<file path="src/rtl/dtree_seq_engine.sv">
// Sequential decision-tree classifier: a loadable node table walked one node per clock
// over a captured feature vector, with per-node comparison precision.
module dtree_seq_engine #(
    parameter int NUM_FEAT  = 5,
    parameter int FEAT_W    = 8,
    parameter int NUM_NODES = 16,
    parameter int DEPTH_MAX = 8,
    parameter int CLASS_W   = 6,
    localparam int FIDX_W   = $clog2(NUM_FEAT),
    localparam int PREC_W   = $clog2(FEAT_W),
    localparam int NODE_W   = $clog2(NUM_NODES),
    localparam int DEP_W    = $clog2(DEPTH_MAX + 1),
    localparam int CFG_W    = 1 + FIDX_W + PREC_W + FEAT_W + 2 * NODE_W + CLASS_W
) (
    input  logic                       clk,
    input  logic                       rst_n,
    input  logic                       cfg_we,
    input  logic [NODE_W-1:0]          cfg_addr,
    input  logic [CFG_W-1:0]           cfg_data,
    input  logic                       in_valid,
    output logic                       in_ready,
    input  logic [NUM_FEAT*FEAT_W-1:0] in_feat,
    output logic                       out_valid,
    input  logic                       out_ready,
    output logic [CLASS_W-1:0]         out_class,
    output logic [DEP_W-1:0]           out_depth,
    output logic                       out_err
);

    localparam logic [FIDX_W:0]   NF_L   = (FIDX_W + 1)'(NUM_FEAT);
    localparam logic [NODE_W:0]   NN_L   = (NODE_W + 1)'(NUM_NODES);
    localparam logic [DEP_W-1:0]  DMAX_L = DEP_W'(DEPTH_MAX);
    localparam logic [PREC_W-1:0] PMAX_L = PREC_W'(FEAT_W - 1);

    typedef enum logic [1:0] {
        S_IDLE = 2'd0,
        S_WALK = 2'd1,
        S_FIN  = 2'd2,
        S_DONE = 2'd3
    } state_t;

    state_t                      state_r;
    logic [CFG_W-1:0]            node_r [NUM_NODES];
    logic [NUM_FEAT*FEAT_W-1:0]  feat_r;
    logic [NODE_W-1:0]           ptr_r;
    logic [DEP_W-1:0]            depth_r;

    logic [CFG_W-1:0]            node_s;
    logic                        leaf_s;
    logic [FIDX_W-1:0]           fidx_s;
    logic [PREC_W-1:0]           prec_s;
    logic [FEAT_W-1:0]           thr_s;
    logic [NODE_W-1:0]           left_s;
    logic [NODE_W-1:0]           right_s;
    logic [CLASS_W-1:0]          cls_s;
    logic [FEAT_W-1:0]           feat_sel_s;
    logic [PREC_W-1:0]           shamt_s;
    logic [FEAT_W-1:0]           v_s;
    logic [NODE_W-1:0]           child_s;
    logic                        bad_s;

    // Current node lookup; an unmapped pointer reads as an all-zero node
    always_comb begin
        node_s = {CFG_W{1'b0}};
        for (int i = 0; i < NUM_NODES; i++) begin
            if (ptr_r == NODE_W'(i)) begin
                node_s = node_r[i];
            end else begin
                node_s = node_s;
            end
        end
    end

    assign leaf_s  = node_s[CFG_W-1];
    assign fidx_s  = node_s[CFG_W-2 -: FIDX_W];
    assign prec_s  = node_s[CFG_W-2-FIDX_W -: PREC_W];
    assign thr_s   = node_s[2*NODE_W+CLASS_W +: FEAT_W];
    assign left_s  = node_s[NODE_W+CLASS_W +: NODE_W];
    assign right_s = node_s[CLASS_W +: NODE_W];
    assign cls_s   = node_s[CLASS_W-1:0];

    // Feature select, precision truncation and branch decision for the current node
    always_comb begin
        feat_sel_s = {FEAT_W{1'b0}};
        for (int k = 0; k < NUM_FEAT; k++) begin
            if (fidx_s == FIDX_W'(k)) begin
                feat_sel_s = feat_r[k*FEAT_W +: FEAT_W];
            end else begin
                feat_sel_s = feat_sel_s;
            end
        end
        // Keeping the top prec+1 bits is a right shift by FEAT_W-1-prec
        if (prec_s >= PMAX_L) begin
            shamt_s = {PREC_W{1'b0}};
        end else begin
            shamt_s = PMAX_L - prec_s;
        end
        v_s = feat_sel_s >> shamt_s;
        if (v_s <= thr_s) begin
            child_s = left_s;
        end else begin
            child_s = right_s;
        end
        bad_s = ({1'b0, fidx_s} >= NF_L) || ({1'b0, child_s} >= NN_L);
    end

    // Control FSM, node table and registered result outputs
    always_ff @(posedge clk) begin
        if (!rst_n) begin
            state_r   <= S_IDLE;
            feat_r    <= {(NUM_FEAT*FEAT_W){1'b0}};
            ptr_r     <= {NODE_W{1'b0}};
            depth_r   <= {DEP_W{1'b0}};
            in_ready  <= 1'b1;
            out_valid <= 1'b0;
            out_class <= {CLASS_W{1'b0}};
            out_depth <= {DEP_W{1'b0}};
            out_err   <= 1'b0;
            for (int i = 0; i < NUM_NODES; i++) begin
                node_r[i] <= {CFG_W{1'b0}};
            end
        end else begin
            case (state_r)
                S_IDLE: begin
                    for (int i = 0; i < NUM_NODES; i++) begin
                        if (cfg_we && (cfg_addr == NODE_W'(i))) begin
                            node_r[i] <= cfg_data;
                        end else begin
                            node_r[i] <= node_r[i];
                        end
                    end
                    if (in_valid) begin
                        feat_r   <= in_feat;
                        ptr_r    <= {NODE_W{1'b0}};
                        depth_r  <= {DEP_W{1'b0}};
                        in_ready <= 1'b0;
                        state_r  <= S_WALK;
                    end else begin
                        state_r  <= S_IDLE;
                    end
                end
                S_WALK: begin
                    if (leaf_s) begin
                        out_class <= cls_s;
                        out_depth <= depth_r;
                        out_err   <= 1'b0;
                        state_r   <= S_FIN;
                    end else if (bad_s) begin
                        out_class <= {CLASS_W{1'b0}};
                        out_depth <= depth_r;
                        out_err   <= 1'b1;
                        state_r   <= S_FIN;
                    end else if (depth_r == DMAX_L) begin
                        out_class <= {CLASS_W{1'b0}};
                        out_depth <= DMAX_L;
                        out_err   <= 1'b1;
                        state_r   <= S_FIN;
                    end else begin
                        ptr_r     <= child_s;
                        depth_r   <= depth_r + DEP_W'(1);
                        state_r   <= S_WALK;
                    end
                end
                S_FIN: begin
                    out_valid <= 1'b1;
                    state_r   <= S_DONE;
                end
                S_DONE: begin
                    if (out_ready) begin
                        out_valid <= 1'b0;
                        in_ready  <= 1'b1;
                        state_r   <= S_IDLE;
                    end else begin
                        state_r   <= S_DONE;
                    end
                end
                default: begin
                    out_valid <= 1'b0;
                    in_ready  <= 1'b1;
                    state_r   <= S_IDLE;
                end
            endcase
        end
    end

endmodule

</file>
<file path="config.mk">
export PLATFORM = sky130hd
export DESIGN_NAME = dtree_seq_engine
export DESIGN_NICKNAME = d
export VERILOG_FILES = /design/src/rtl/dtree_seq_engine.sv
export SDC_FILE = /design/constraint.sdc
export NUM_CORES = 1
export LEC_CHECK = 0
export CORE_MARGIN = 5
export CORE_UTILIZATION = 61
export CTS_CLUSTER_DIAMETER = 80
export DETAILED_ROUTE_END_ITERATION = 10
export GPL_TIMING_DRIVEN = 1
export HOLD_SLACK_MARGIN = 0.08
export PLACE_DENSITY = 0.91
export RECOVER_POWER = 25
export SLEW_MARGIN = 25
export SYNTH_ARGS = -nofsm -noshare
export SYNTH_HDL_FRONTEND = slang
export SYNTH_SLANG_ARGS = --single-unit
</file>
<file path="constraint.sdc">
create_clock -name clk -period 9.7 [get_ports clk]
set_input_delay 1.94 -clock clk [delete_from_list [all_inputs] [get_ports clk]]
set_output_delay 1.94 -clock clk [all_outputs]
set_load 0.1 [all_outputs]
</file>
Yosys cells after proc, flatten, opt, wreduce, memory -nomap -nowiden
Memories as Yosys holds them, arrays and structs flattened.
Cells that the tools add are included.

operators by class
  $add $sub $neg = 2
  $mul = 0
  divide/modulo/power cells = 0
  $lt $le $gt $ge = 3
  eq/ne operators = 43
  shift operators = 1
  muxes and demuxes = 213
  bitwise gates (word level) = 32
  reduce and logical (&&, ||, !) cells = 29

operators with widths
  kind                                                                   count
  29-bit two-way mux                                                     48
  1-bit two-way mux                                                      136
  4-bit equality test, second input constant                             17
  4-bit two-way mux                                                      11
  8-bit two-way mux                                                      5
  4-bit by 3-bit equality test with 1-bit output, second input constant  8
  1-bit bitwise OR                                                       32
  6-bit two-way mux                                                      3
  4-bit by 2-bit equality test with 1-bit output, second input constant  4
  1-bit logical AND                                                      16
  4-bit one-hot mux with 2 select lines                                  2
  2-bit inequality test, second input constant                           5
  4-bit by 1-bit equality test with 1-bit output, second input constant  2
  8-bit less-or-equal comparator                                         1
  4-bit zero test                                                        2
  2-bit two-way mux                                                      4
  2-bit one-hot mux with 4 select lines                                  1
  8-bit by 3-bit >> shifter with 8-bit output                            1
  3-bit by 2-bit equality test with 1-bit output, second input constant  2
  3-bit >= comparator, second input constant                             2
  2-bit AND reduction                                                    3
  2-bit nonzero test                                                     3
  5-bit AND reduction                                                    1
  4-bit by 1-bit adder with 4-bit output, second input constant          1
  other kinds (11)                                                       13

word-level totals
  register bits after elaboration = 63
  bits in latches = 0
  RAM bits = 464
  ROM bits = 0
  input port bits = 78
  output and inout bits = 13
  memories = 1

memory list
  name    depth  bits a word  read ports  clocked after memory_dff  wr ports  RTL line  text
  node_r  16     29           16          0                         16        43        logic [CFG_W-1:0] node_r [NUM_NODES];

Longest topological paths before layout
  depth in word-level cells = 30
  depth in mapped cells = 26
  mapped depth without buffers = 21

Least setup slack after synthesis
No wires, ideal clock.

  path kind = input to register
  start point = input cfg_addr[0]
  end point = memory node_r[1][0] in the netlist's numbering, enable pin
  arrival = 4.536 ns
  data required time = 9.245 ns
  path slack = 4.709 ns
  cell stages on the path = 2
  path buffers = 0
  cell sequence = or3b_2 > o21ai_0

RTL lines
  element      RTL line  text
  from (decl)  18        input logic [NODE_W-1:0] cfg_addr,
  to (decl)    43

Final worst setup path
  start point = register ptr_r[1]
  end point = register ptr_r[2]

between the ends
  cells in the longest elaborated chain, start to end = 30
  elaborated cells between the ends (all ways) = 56

ends and longest elaborated chain
  element                                      RTL line  text
  from (decl)                                  45        logic [NODE_W-1:0] ptr_r;
  from (signal assigned)                       112       ptr_r <= {NODE_W{1'b0}};
  from (signal assigned)                       134       ptr_r <= {NODE_W{1'b0}};
  from (signal assigned)                       159       ptr_r <= child_s;
  4-bit zero test                              66        if (ptr_r == NODE_W'(i)) begin
  29-bit two-way mux (15 in a row)             66
  29-bit two-way mux (*)                       66
  3-bit zero test                              86        if (fidx_s == FIDX_W'(k)) begin
  8-bit two-way mux (5 in a row)               86
  8-bit by 3-bit >> shifter with 8-bit output  98        v_s = feat_sel_s >> shamt_s;
  8-bit less-or-equal comparator               99        if (v_s <= thr_s) begin
  4-bit two-way mux                            99
  4-bit two-way mux                            153       end else if (depth_r == DMAX_L) begin
  4-bit two-way mux                            148       end else if (bad_s) begin
  4-bit two-way mux                            143       if (leaf_s) begin
  4-bit one-hot mux with 2 select lines        123       case (state_r)

Mark *: on every way between the ends. The rest lies on a longest branch, timed or not. The select of a mux whose other input is x is not followed.
A chain may end at the register's enable or synchronous reset.

==> impl_metrics.env <==
export IMPL_gate_count_after_technology_mapping=1611
export IMPL_placed_cells=2109
export IMPL_synth_area_per_cell_um2=13.5
export IMPL_num_antenna_cells=0
export IMPL_ctsLongestPathBuffers=3
export IMPL_grt_start_max_net_pins=74
export IMPL_detail_route_antenna_nets=0
export IMPL_layout_filler_cells=2184
export IMPL_ys_warnings_count=0
export IMPL_synth_enable_flop_cells=464
export IMPL_critical_path_n_buffers_inverters=2
export IMPL_timing_final_ws_setup_ns=3.14
export IMPL_number_of_gates_resized_after_cts=0
export IMPL_critical_path_most_common_cell="sky130_fd_sc_hd__o21ai_0"
export IMPL_setup_worst_path_class="flip-flop to flip-flop"
export IMPL_vias_per_cell=6.89
export IMPL_critical_path_max_stage_delay_ns=0.68
export IMPL_maxSlewViolCount=32
export IMPL_asyncSetResetFlopFracSynth_pct=0
export IMPL_grt_total_usage_pct=31.3
export IMPL_startpoint_type_of_the_worst_setup_path="flip-flop"
export IMPL_timing_fmax_ghz=0.153
export IMPL_initial_utilization_pct=61.5
export IMPL_timing_final_hold_violations=0
export IMPL_final_setup_skew_ns=0.0502
export IMPL_cts_root_buffer_cell="sky130_fd_sc_hd__clkbuf_16"
export IMPL_yosysTopAreaCell="sky130_fd_sc_hd__edfxtp_1"
export IMPL_rsz_0062_raised_after_global_routing="false"
export IMPL_failing_checks="max-capacitance violations, max-slew violations"
export IMPL_final_util_pct=70.1
export IMPL_detailedRoute_firstIterationViolations=2450
export IMPL_number_of_nets_in_the_layout=1788
export IMPL_ys_top_cells_by_count="sky130_fd_sc_hd__edfxtp_1, sky130_fd_sc_hd__nand2_1, sky130_fd_sc_hd__nor2_1"
export IMPL_num_rows=69
export IMPL_hpwl_mm=36.8
export IMPL_post_place_ws_ns=3.40
export IMPL_worst_endpoint_arrival_ns=7.08
export IMPL_wl_per_cell_um=28.3
export IMPL_max_vdd_ir_drop_mv=0.212
export IMPL_dieHeight_um=199
export IMPL_grt_remaining_overflow=0
export IMPL_netlist_area_leader_share_pct=64.0
export IMPL_multiInputGateArea_um2=6120
export IMPL_worstSkewPairLatency_ns=0.61
export IMPL_vias_in_the_first_global_route=15147
export IMPL_worst_setup_hold_path_clk_slew_ns=0.06
export IMPL_setup_total_negative_slack_ns=0
export IMPL_post_route_drc_count=0
export IMPL_cp_top_family="compound AO/OA/AOI/OAI gates"
export IMPL_tritoncts_num_buffers=50
export IMPL_route_final_wire_length_mm=62.4
export IMPL_syn_cell_area_um2=21800
export IMPL_cellPowerDensity_nw_per_um2=241
export IMPL_num_vias=15179
export IMPL_setup_viol=0
export IMPL_place_gp_congestion=0.891
export IMPL_synth_nets=1699
export IMPL_boundary_pins=91
export IMPL_cp_max_fo=47
export IMPL_ys_top_cells_by_area="sky130_fd_sc_hd__edfxtp_1, sky130_fd_sc_hd__dfxtp_1, sky130_fd_sc_hd__nand2_1"
export IMPL_relSlewSlack_pct=-42.2
export IMPL_final_cells=2202
export IMPL_path_cells="buf_4 -> nor2b_2 -> a32o_1 -> o21ai_1 -> nand4_2 -> nand2_1 -> mux2_2 -> a211oi_1 -> o32ai_1 -> mux2i_1 -> a221oi_2 -> ha_1 -> nor2b_1 -> o21a_1 -> o21ai_0 -> nand2b_1 -> a21oi_1 -> o21ai_0 -> o21ai_0 -> buf_4 -> mux2i_1 -> a2111oi_0 -> a31o_2"
export IMPL_port_buffers=90
export IMPL_initial_drt_pass_iterations=7
export IMPL_dieArea_um2=39500
export IMPL_finalCriticalPeriod_ns=6.56
export IMPL_die_x_um=199
export IMPL_post_synth_num_cell_types=85
export IMPL_numClockSinks=527
export IMPL_core_area_um2=35400
export IMPL_cpMaxStageDelayCell="sky130_fd_sc_hd__dfxtp_4"
export IMPL_grt_first_pass_wirelength_mm=92.1
export IMPL_cts_max_level=2
export IMPL_run_status="finished, violations left"
export IMPL_tightest_hold_check_type="flip-flop to flip-flop"
export IMPL_area_delta_synth_final_pct=14.0
export IMPL_number_of_antenna_violations_at_the_first_check_in_global_routing=0
export IMPL_synth_seq_area_share_pct=69.8
export IMPL_synthFlopType="sky130_fd_sc_hd__edfxtp_1"
export IMPL_max_slew_worst_pin_slew_ns=2.13
export IMPL_post_cts_buffers=0
export IMPL_synth_most_common_cell="sky130_fd_sc_hd__edfxtp_1"
export IMPL_cts_tree="yes"
export IMPL_sequential_cell_area_um2=15200
export IMPL_final_period_utilization_pct=67.6
export IMPL_drive_above_1_share_pct=10.8
export IMPL_worst_endpoint_required_ns=10.22
export IMPL_postSynthRegisterBits=527
export IMPL_holdBufCountCts=0
export IMPL_timing_critical_path_to_type="flip-flop"
export IMPL_leakagePower_nw=8.70
export IMPL_timing_max_cap_violations=1
[logic make-up (layout without fill, tap and decap cells)]
family                   count (synthesis)  count (layout)  synth area share [%]
AO/OA/AOI/OAI                          418             418                  13.3
XOR/XNOR                                 1               1                0.0403
adder cells (fa/ha/maj)                 10              10                 0.575
buffers and inverters                  137             267                  2.81
flip-flops                             527             527                  69.8
multiplexers                            78              78                  4.42
AND/OR/NAND/NOR                        440             440                  9.00
[layout by cell type, fill, tap and decap left out, types with 19 or more instances in the layout]
master                            instances
sky130_fd_sc_hd__a22oi_1                 55
sky130_fd_sc_hd__buf_4                   42
sky130_fd_sc_hd__o21ai_0                 80
sky130_fd_sc_hd__nor2b_1                 21
sky130_fd_sc_hd__a21oi_1                 62
sky130_fd_sc_hd__a21boi_0                43
sky130_fd_sc_hd__inv_1                   41
sky130_fd_sc_hd__nand3_1                 25
sky130_fd_sc_hd__nor2_1                 128
sky130_fd_sc_hd__dfxtp_1                 61
sky130_fd_sc_hd__nand2_1                192
sky130_fd_sc_hd__clkdlybuf4s50_1         89
sky130_fd_sc_hd__edfxtp_1               464
sky130_fd_sc_hd__mux2i_1                 41
sky130_fd_sc_hd__clkbuf_1                28
sky130_fd_sc_hd__a221oi_1                19
sky130_fd_sc_hd__clkbuf_16               50
sky130_fd_sc_hd__mux2_2                  24
[metrics by stage]
| step | area [um2] | power [mW] | hold slack, ns |
|---|---|---|---|
| floorplan | 21800 | 3.70 | 0.439 |
| global placement | 23300 | 4.04 | 0.457 |
| detailed placement | 23300 | 4.11 | 0.466 |
| CTS | 24800 | 5.93 | 0.476 |
| global route | 24800 | 6.17 | 0.502 |
| finish | 24800 | 5.98 | 0.471 |
[final timing paths]
check,to,cells past startpoint,slack (ns),start
setup reg to reg,ptr_r[2],23,3.14,ptr_r[1]
hold / removal,feat_r[22],2,0.47,feat_r[22]
hold reg to reg,feat_r[22],2,0.47,feat_r[22]
setup / recovery,ptr_r[2],23,3.14,ptr_r[1]
[sequential cells by signal, indices dropped and copies added, names as in the netlist]
register   cells
node_r       464
feat_r        40
out_class      6
depth_r        4
out_depth      4
ptr_r          4
state_r        2
in_ready       1
out_err        1
out_valid      1
[tightest hold or removal path, cell delays in order (launching register included)]
cell	delay, ns
sky130_fd_sc_hd__dfxtp_1	0.30
sky130_fd_sc_hd__nand2_1	0.05
sky130_fd_sc_hd__a21boi_0	0.07
[power breakdown]
group	leakage [nW]	total (mW)	internal, mW	switching (mW)
logic	2.68	1.24	0.409	0.833
registers	5.27	2.87	2.76	0.110
clock network	0.744	1.86	1.02	0.845
[layer usage]
| layer | GRT usage, % | share of wire (%) | wire length, um |
|---|---|---|---|
| met5 | 0 | 0.067 | 42 |
| met4 | 16.8 | 6.7 | 4200 |
| met3 | 7.47 | 14 | 8750 |
| met2 | 49.1 | 45 | 28400 |
| met1 | 41.1 | 34 | 21000 |
[area by class of cell]
type	instances	area share, %
sequential	527	61.3
multi-input combinational	947	24.7
clock buffer	80	5.62
timing repair buffer	132	4.88
tap	461	2.33
inverter	42	0.636
clock inverter	13	0.575
(Power assumes the default switching activity.)
